`src/rtl/wb_pkg.sv`:
```
// Write-back stage shared types: result source selects,
// load-type encodings and the stage FSM states.
package wb_pkg;

  localparam logic [1:0] WB_ALU = 2'b00;
  localparam logic [1:0] WB_MEM = 2'b01;
  localparam logic [1:0] WB_PC4 = 2'b10;
  localparam logic [1:0] WB_IMM = 2'b11;

  localparam logic [2:0] LD_LB  = 3'b000;
  localparam logic [2:0] LD_LH  = 3'b001;
  localparam logic [2:0] LD_LW  = 3'b010;
  localparam logic [2:0] LD_LBU = 3'b100;
  localparam logic [2:0] LD_LHU = 3'b101;

  typedef enum logic [1:0] {
    IDLE     = 2'd0,
    WAIT_MEM = 2'd1,
    COMMIT   = 2'd2
  } state_e;

endpackage

```
`src/rtl/wb_stage_load_align.sv`:
```
// Load result extraction: picks the byte/halfword out of the
// aligned memory word, extends it, and flags misalignment.
module load_align
  import wb_pkg::*;
#(
  parameter int width = 32
) (
  input  logic [2:0]       ldtype,
  input  logic [1:0]       addr_lo,
  input  logic [width-1:0] word,
  output logic [width-1:0] value,
  output logic             misalign
);

  logic [7:0]  w_byte;
  logic [15:0] w_half;

  always_comb begin
    w_byte = word[7:0];
    unique case (addr_lo)
      2'b00: w_byte = word[7:0];
      2'b01: w_byte = word[15:8];
      2'b10: w_byte = word[23:16];
      2'b11: w_byte = word[31:24];
      default: w_byte = word[7:0];
    endcase
  end

  assign w_half = addr_lo[1] ? word[31:16] : word[15:0];

  always_comb begin
    value    = width'($signed(word[31:0]));
    misalign = 1'b0;
    unique case (ldtype)
      LD_LB:  value = width'($signed(w_byte));
      LD_LBU: value = width'(w_byte);
      LD_LH: begin
        value    = width'($signed(w_half));
        misalign = addr_lo[0];
      end
      LD_LHU: begin
        value    = width'(w_half);
        misalign = addr_lo[0];
      end
      LD_LW: begin
        value    = width'($signed(word[31:0]));
        misalign = |addr_lo;
      end
      default: begin
        value    = width'($signed(word[31:0]));
        misalign = 1'b0;
      end
    endcase
  end

endmodule

```
`src/rtl/wb_stage.sv`:
```
// Write-back stage: selects the result, waits for load data,
// and drives a one-cycle register-file write plus forwarding.
module wb_stage
  import wb_pkg::*;
#(
  parameter int width  = 32,
  parameter int addr_w = 5
) (
  input  logic              clk,
  input  logic              rst_n,
  input  logic              in_valid,
  output logic              in_ready,
  input  logic              in_regwrite,
  input  logic [addr_w-1:0] in_rd,
  input  logic [1:0]        in_wbsel,
  input  logic [2:0]        in_ldtype,
  input  logic [1:0]        in_addr_lo,
  input  logic [width-1:0]  alu_out,
  input  logic [width-1:0]  pc_plus4,
  input  logic [width-1:0]  imm,
  input  logic              dm_rsp_valid,
  input  logic [width-1:0]  dm_rsp_data,
  input  logic              flush,
  output logic              rf_we,
  output logic [addr_w-1:0] rf_waddr,
  output logic [width-1:0]  rf_wdata,
  output logic              fwd_valid,
  output logic [addr_w-1:0] fwd_rd,
  output logic [width-1:0]  fwd_data,
  output logic              ld_misalign
);

  state_e            r_state;
  logic              r_regwrite;
  logic [addr_w-1:0] r_rd;
  logic [2:0]        r_ldtype;
  logic [1:0]        r_addr_lo;
  logic [width-1:0]  r_val;
  logic              r_mis;
  logic [addr_w-1:0] r_last_addr;
  logic [width-1:0]  r_last_data;

  logic             w_accept;
  logic             w_commit;
  logic [width-1:0] w_sel;
  logic [width-1:0] w_ld_val;
  logic             w_ld_mis;

  load_align #(.width(width)) u_align (
    .ldtype   (r_ldtype),
    .addr_lo  (r_addr_lo),
    .word     (dm_rsp_data),
    .value    (w_ld_val),
    .misalign (w_ld_mis)
  );

  always_comb begin
    w_sel = '0;
    unique case (1'b1)
      (in_wbsel == WB_ALU): w_sel = alu_out;
      (in_wbsel == WB_PC4): w_sel = pc_plus4;
      (in_wbsel == WB_IMM): w_sel = imm;
      default:              w_sel = '0;
    endcase
  end

  assign in_ready = (r_state != WAIT_MEM);
  assign w_accept = in_valid && in_ready && !flush;

  // Flush kills the committing instruction in the same cycle.
  assign w_commit    = (r_state == COMMIT) && !flush;
  assign rf_we       = w_commit && r_regwrite &&
                       (r_rd != '0) && !r_mis;
  assign ld_misalign = w_commit && r_mis;

  assign rf_waddr  = rf_we ? r_rd  : r_last_addr;
  assign rf_wdata  = rf_we ? r_val : r_last_data;
  assign fwd_valid = rf_we;
  assign fwd_rd    = rf_waddr;
  assign fwd_data  = rf_wdata;

  always_ff @(posedge clk or negedge rst_n) begin
    if (!rst_n) begin
      r_state     <= IDLE;
      r_regwrite  <= 1'b0;
      r_rd        <= '0;
      r_ldtype    <= '0;
      r_addr_lo   <= '0;
      r_val       <= '0;
      r_mis       <= 1'b0;
      r_last_addr <= '0;
      r_last_data <= '0;
    end else begin
      if (rf_we) begin
        r_last_addr <= r_rd;
        r_last_data <= r_val;
      end
      if (flush) begin
        r_state <= IDLE;
      end else begin
        case (r_state)
          WAIT_MEM: begin
            if (dm_rsp_valid) begin
              r_val   <= w_ld_val;
              r_mis   <= w_ld_mis;
              r_state <= COMMIT;
            end
          end
          default: begin
            if (w_accept) begin
              r_regwrite <= in_regwrite;
              r_rd       <= in_rd;
              r_ldtype   <= in_ldtype;
              r_addr_lo  <= in_addr_lo;
              r_val      <= w_sel;
              r_mis      <= 1'b0;
              r_state    <= (in_wbsel == WB_MEM) ?
                            WAIT_MEM : COMMIT;
            end else begin
              r_state <= IDLE;
            end
          end
        endcase
      end
    end
  end

endmodule

```
`config.mk`:
```
export PLATFORM = sky130hd
export DESIGN_NAME = wb_stage
export DESIGN_NICKNAME = d
export VERILOG_FILES = /design/src/rtl/wb_pkg.sv /design/src/rtl/wb_stage_load_align.sv /design/src/rtl/wb_stage.sv
export SDC_FILE = /design/constraint.sdc
export NUM_CORES = 1
export LEC_CHECK = 0
export ABC_AREA = 1
export BUFFER_PORTS_ARGS = -buffer_cell sky130_fd_sc_hd__buf_2
export CAP_MARGIN = 20
export CORE_AREA = 2 2 122 124
export DETAILED_ROUTE_END_ITERATION = 16
export DIE_AREA = 0 0 124 126
export MAX_ROUTING_LAYER = met4
export SYNTH_ARGS = -nofsm -noshare
export SYNTH_HDL_FRONTEND = slang
export SYNTH_SLANG_ARGS = --single-unit
```
`constraint.sdc`:
```
create_clock -name clk -period 2.62 [get_ports clk]
set_input_delay 0.262 -clock clk [delete_from_list [all_inputs] [get_ports clk]]
set_output_delay 0.262 -clock clk [all_outputs]
set_load 0.02 [all_outputs]
```
# Word level (Yosys, flattened, before mapping)
# Index checks and enable logic that the tools add are counted.
# classes
n_mux	18
n_reduce_logical	18
n_eq_ne	15
n_bitwise	2
# op_table
op	count
32-bit two-way mux	4
32-bit one-hot mux with 4 select lines	1
32-bit one-hot mux with 3 select lines	1
8-bit one-hot mux with 4 select lines	1
16-bit two-way mux	1
2-bit equality test, second input constant	5
2-bit two-way mux	5
1-bit logical AND	7
2-bit by 1-bit equality test with 1-bit output, second input constant	3
3-bit equality test, second input constant	2
3-bit AND reduction	2
5-bit two-way mux	1
5-bit nonzero test	1
2-bit zero test	2
2-bit OR reduction	2
3-bit by 1-bit equality test with 1-bit output, second input constant	1
3-bit by 2-bit equality test with 1-bit output, second input constant	1
3-bit zero test	1
1-bit two-way mux	3
3-bit inequality test, second input constant	1
1-bit zero test	2
2-bit by 1-bit inequality test with 1-bit output, second input constant	1
2-bit inequality test, second input constant	1
1-bit NOT	2
other kinds (2)	2
# word_totals
register_bits	83
out_inout_bits	78
in_bits	146

# Depth between registers and ports, before layout
# logic_depth
word_depth	6
ltp_mapped	9
mapped_depth_nobuf	8

# Cells and area by module
# Synthesis repeated with hierarchy kept, for this count alone.
# hier_totals
hier_cells	843
hier_area_um2	5693.0
# by_module_without_submodules
module	area_per_inst_um2	cells_each	n_inst
wb_stage	4739.5	662	1
load_align	953.4	181	1

# Least setup slack after synthesis
# OpenSTA, ideal clock, no wires.
# synth_timing
path_type	flip-flop to output port
start	register r_state[0]
end	output rf_wdata[3]
required_ns	2.358
t_arrival_ns	1.756
n_path_buf	2
setup_slack_ns	0.602
stages_incl_launch_ff	8
path_cell_list	dfrtp_1 nor2_1 nand2_1 nor2_1 nand2_1 clkbuf_1 o21ai_0 buf_4
# synth_via
elab_chain_cells	6
# synth_lines
item	line	rtl
start, declared	wb_stage.sv:33	state_e r_state;
start signal, assigned	wb_stage.sv:117	r_state <= (in_wbsel == WB_MEM) ?
2-bit equality test	wb_stage.sv:71	assign w_commit = (r_state == COMMIT) && !flush;
1-bit logical AND	wb_stage.sv:71	
1-bit logical AND (2 in series)	wb_stage.sv:72	assign rf_we = w_commit && r_regwrite &&
1-bit logical AND	wb_stage.sv:73	(r_rd != '0) && !r_mis;
32-bit two-way mux	n/a	
end, declared	wb_stage.sv:26	output logic [width-1:0] rf_wdata,
# No other way between the ends.

# Final worst setup path
# layout_timing
start	register r_rd[1]
end	output rf_wdata[30]
# layout_via
elab_chain_cells	4
# layout_lines
item	line	rtl
start, declared	wb_stage.sv:35	logic [addr_w-1:0] r_rd;
start signal, assigned	wb_stage.sv:112	r_rd <= in_rd;
5-bit nonzero test	wb_stage.sv:73	
1-bit logical AND	wb_stage.sv:72	
1-bit logical AND	wb_stage.sv:73	
32-bit two-way mux	n/a	
# No other way between the ends.

==> reports/results.env <==
YOSYS_WARNINGS=0
TRITONCTS_BUFFERS=9
POWER_FRAC_COMB=0.398
INITIAL_ANTENNA_VIOLATION_COUNT=1
GRT_OVERFLOW=0
DRV_SLEW=0
CELLLEAKAGEPOWER_uW=0.00356
FINAL_CORE_UTILIZATION=0.440
CTS-HTREE-LEVELS=3
FLOORPLAN.CORE_AREA_UM2=14300
CRITICAL_PATH.REG2REG.STARTPOINT='r_state[1]$_DFFE_PN0P_'
CRITPATHMAXFANOUT=21
SETUP.WORST_PATH.END='rf_wdata[30]'
POST_CTS.REPAIR.SETUP_BUFFERS=0
POSTROUTEWIRELENGTH_UM=16000
FIRST_GLOBAL_VIAS=4866
TIGHTEST_SLEW_NS=0.634
POSTSYNTHNETCOUNT=861
CRIT_PATH_END_KIND='output pin'
DIE-HEIGHT_UM=126
SLEW-LIMIT-HEADROOM=0.578
CRIT_PATH_FREQUENT_CELL='nand2_1'
PEAK_IR_DROP_ON_THE_VDD_NETWORK_mV=0.317
POSTCTSHOLDBUFS=1
DIE_WIDTH_UM=124
CRIT_CELLS=8
NETLIST_INSTANCES=715
INTERNAL_POWER_SUMMED_OVER_ALL_CELLS_uW=3120
DRIVE_GT1_FRAC=0.300
CTSROOTBUFFERMASTER='clkbuf_16'
CP_DATA_ARRIVAL_TIME_NS=2.00
STDCELL_COUNT=1083
WORST-PATH-BUF-INV=3
SLOWEST_DELAY_NS=0.41
DRT.ANTENNA.VIOLATING_NETS=0
POWER.SWITCHING_uW=2020
POST_DETAILED_PLACEMENT_HALF_PERIMETER_WIRELENGTH_UM=12300
YS_TYPES=24
FINAL.PERIOD_UTILIZATION=0.863
STARTPOINT='r_rd[1]$_DFFE_PN0P_'
AVGSYNTHCELLAREA_UM2=6.89
DP.CELLS=1065
RUN_STATUS='finished clean'
CRITPATHSLOWESTCELL='dfrtp_1'
CTS_TREE='built'
CLOCKPOWERSHARE=0.261
SYNTH.FF_LATCH_COUNT=83
CLK-INSERTION-DELAY-LATE_NS=0.35
PLACEMENT.CELL_AREA_UM2=5980
PATH_CELLS='nor3_1 -> nand3_1 -> nand2_2 -> inv_1 -> buf_4 -> nand2_1 -> nand2_1 -> buf_2'
ROW_COUNT=44
PWR_DENSITY_CELL_nW_PER_UM2=815
FIN_WORST_SKEW_NS=0.00675
POWER.SWITCHING_FRACTION=0.393
CTS.SINKS=83
FINAL.HOLD.WORST_SLACK_NS=0.105
SETUP_VIOL=0
HOLD_VIOLATIONS=0
CTS_RESIZED=0
HOLD_PATH.CLASS='primary input to flop'
SYNTH.YOSYS.SEQ_AREA_SHARE=0.422
VIAS=5014
LARGEST_NET_DEGREE_AT_THE_START_OF_GLOBAL_ROUTING=47
WORSTREGTOREGCELLS=8
ROUTED_VIA_DENSITY=4.63
RSZ_0062_RAISED_AFTER_GLOBAL_ROUTING='false'
NETS=1039
ROUTEDWLPERCELL_UM=14.8
DR.FIRST_ITER.DRC_COUNT=305
PLACE.PORT_BUFFERS=223
FINALINSTANCEAREA_UM2=6300
WORST-ENDPOINT-REQUIRED_NS=2.36
WEIGHTED_CONGESTION_REPORTED_AT_THE_END_OF_ROUTABILITY_DRIVEN_PLACEMENT=0.922
WORST_SETUP_PATH_START_KIND='flop'
POST_SYNTH_INSTANCE_AREA_UM2=4930
PART_OF_THE_TOTAL_POWER_DISSIPATED_IN_SEQUENTIAL_ELEMENTS=0.341
DETAILEDROUTE.FIRSTPASSITERATIONCOUNT=4
CPLARGESTDELAYFAMILY='simple AND/OR/NAND/NOR gates'
DIEAREA_UM2=15600
CRIT_TYPE='flop to output pin'
REG2REG_TO='r_val[30]$_DFFE_PN0P_'
TRACK_USAGE=0.213
FLOORPLAN.INITIALDENSITY=0.344
CAP_VIOL_MAX_COUNT=0
PERIOD_MINUS_SLACK_NS=2.26
CTS_BUFFER_DEPTH=2
LAYOUT-AREA-OVERHEAD-VS-SYNTH_PCT=27.9
FMAXACHIEVABLE_MHz=442
CLKTRANSATPATHREGS_NS=0.06
REGTOREGSETUPSLACK_NS=0.83
TIMING.SETUP.TNS_NS=0
DRT_DRC_VIOLATIONS_LEFT=0
GRT_FIRST_PASS_WIRELENGTH_UM=24600
IOS=224
[cell usage in the layout (no fill, tap or decap)]
master | netlist | routed
nand4_4 | 1 | 1
inv_1 | 26 | 26
nand2_1 | 340 | 339
o32ai_1 | 1 | 1
dfrtp_1 | 83 | 83
clkinv_4 | 0 | 1
clkinv_1 | 1 | 1
nand2_2 | 2 | 3
a21oi_1 | 34 | 34
clkinv_2 | 0 | 2
nand3_2 | 2 | 2
nor2_1 | 26 | 24
o22ai_1 | 1 | 1
nor2_4 | 3 | 3
diode_2 | 0 | 2
nand3_1 | 67 | 67
inv_2 | 3 | 3
or2_2 | 2 | 2
dlygate4sd3_1 | 0 | 1
clkbuf_16 | 0 | 9
o21ai_0 | 36 | 36
buf_12 | 0 | 3
o21a_1 | 8 | 8
a22oi_1 | 4 | 4
nor3_1 | 2 | 2
buf_2 | 13 | 222
nor2_2 | 0 | 2
clkbuf_1 | 15 | 1
bufinv_16 | 0 | 2
buf_4 | 42 | 14
[synth_stat cells]
library cell	instances	area (µm²)
buf_6	2	22.5
nand2_1	340	1280
dfrtp_1	83	2080
clkinv_1	1	3.75
nand4_4	1	21.3
buf_4	42	315
o21a_1	8	60.1
or2_2	2	12.5
inv_2	3	11.3
o32ai_1	1	8.76
nand3_2	2	20.0
nand3_1	67	335
nor3_1	2	10.0
inv_1	26	97.6
buf_2	13	65.1
clkbuf_1	15	56.3
o22ai_1	1	6.26
o21ai_0	36	180
a21oi_1	34	170
nand2_2	2	12.5
nor2_1	26	97.6
nor2_4	3	33.8
buf_1	1	3.75
a22oi_1	4	30.0
[sequential cells by signal, summed over array words and instances (netlist names)]
| register | flops |
|---|---|
| r_addr_lo | 2 |
| r_state | 2 |
| r_regwrite | 1 |
| r_rd | 5 |
| r_last_data | 32 |
| r_val | 32 |
| r_mis | 1 |
| r_last_addr | 5 |
| r_ldtype | 3 |
[per-layer routing]
layer	global-route usage	wire (µm)
met1	0.266	7110
met2	0.344	7490
met3	0.0525	1180
met4	0.0555	223
met5	-	0
[layout make-up]
class | count | area (µm²)
tap | 184 | 230
inverter | 30 | 113
clock inverter | 5 | 78.8
multi-input combinational | 529 | 2280
clock buffer | 10 | 229
fill | 1565 | 8010
antenna | 2 | 5.00
sequential | 83 | 2080
timing repair buffer | 240 | 1290
[worst min-delay path by stage]
stage                   from                        end  slack (ns)  depth (start not counted)
floorplan              rst_n   r_addr_lo[0]$_DFFE_PN0P_       -0.03                          0
global placement       rst_n  r_last_data[10]$_DFF_PN0_        0.33                          1
detailed placement     rst_n   r_last_data[8]$_DFF_PN0_        0.33                          1
CTS                 in_rd[0]        r_rd[0]$_DFFE_PN0P_         0.1                          3
global route        in_rd[1]        r_rd[1]$_DFFE_PN0P_        0.10                          3
finish              in_rd[0]        r_rd[0]$_DFFE_PN0P_        0.10                          3
[per-stage QoR]
| step | worst slack [ns] | power, µW |
|---|---|---|
| after floorplan | 0.602 | 3370 |
| after global placement | 0.739 | 3830 |
| after detailed placement | 0.709 | 3840 |
| after CTS | 0.323 | 5200 |
| after global routing | 0.141 | 5490 |
| final | 0.359 | 5140 |
[tightest hold or removal path, stage by stage]
cell and delay (ns):
buf_2 0.08, nand2_1 0.04, nand2_1 0.04
[power groups by stage]
| stage | registers (µW) | logic, µW | clock network [µW] |
|---|---|---|---|
| after floorplan | 1730 | 1640 | 0 |
| after global placement | 1770 | 2050 | 0 |
| after detailed placement | 1770 | 2070 | 0 |
| after CTS | 1750 | 2080 | 1380 |
| after global routing | 1790 | 2280 | 1430 |
| final | 1750 | 2040 | 1340 |
[logic make-up after synthesis]
kind of cell	count (synthesis)	synth area share
compound gates	84	0.0924
flops	83	0.422
simple gates	445	0.369
buf+inv	103	0.117
Power figures use the tool's default switching activity.
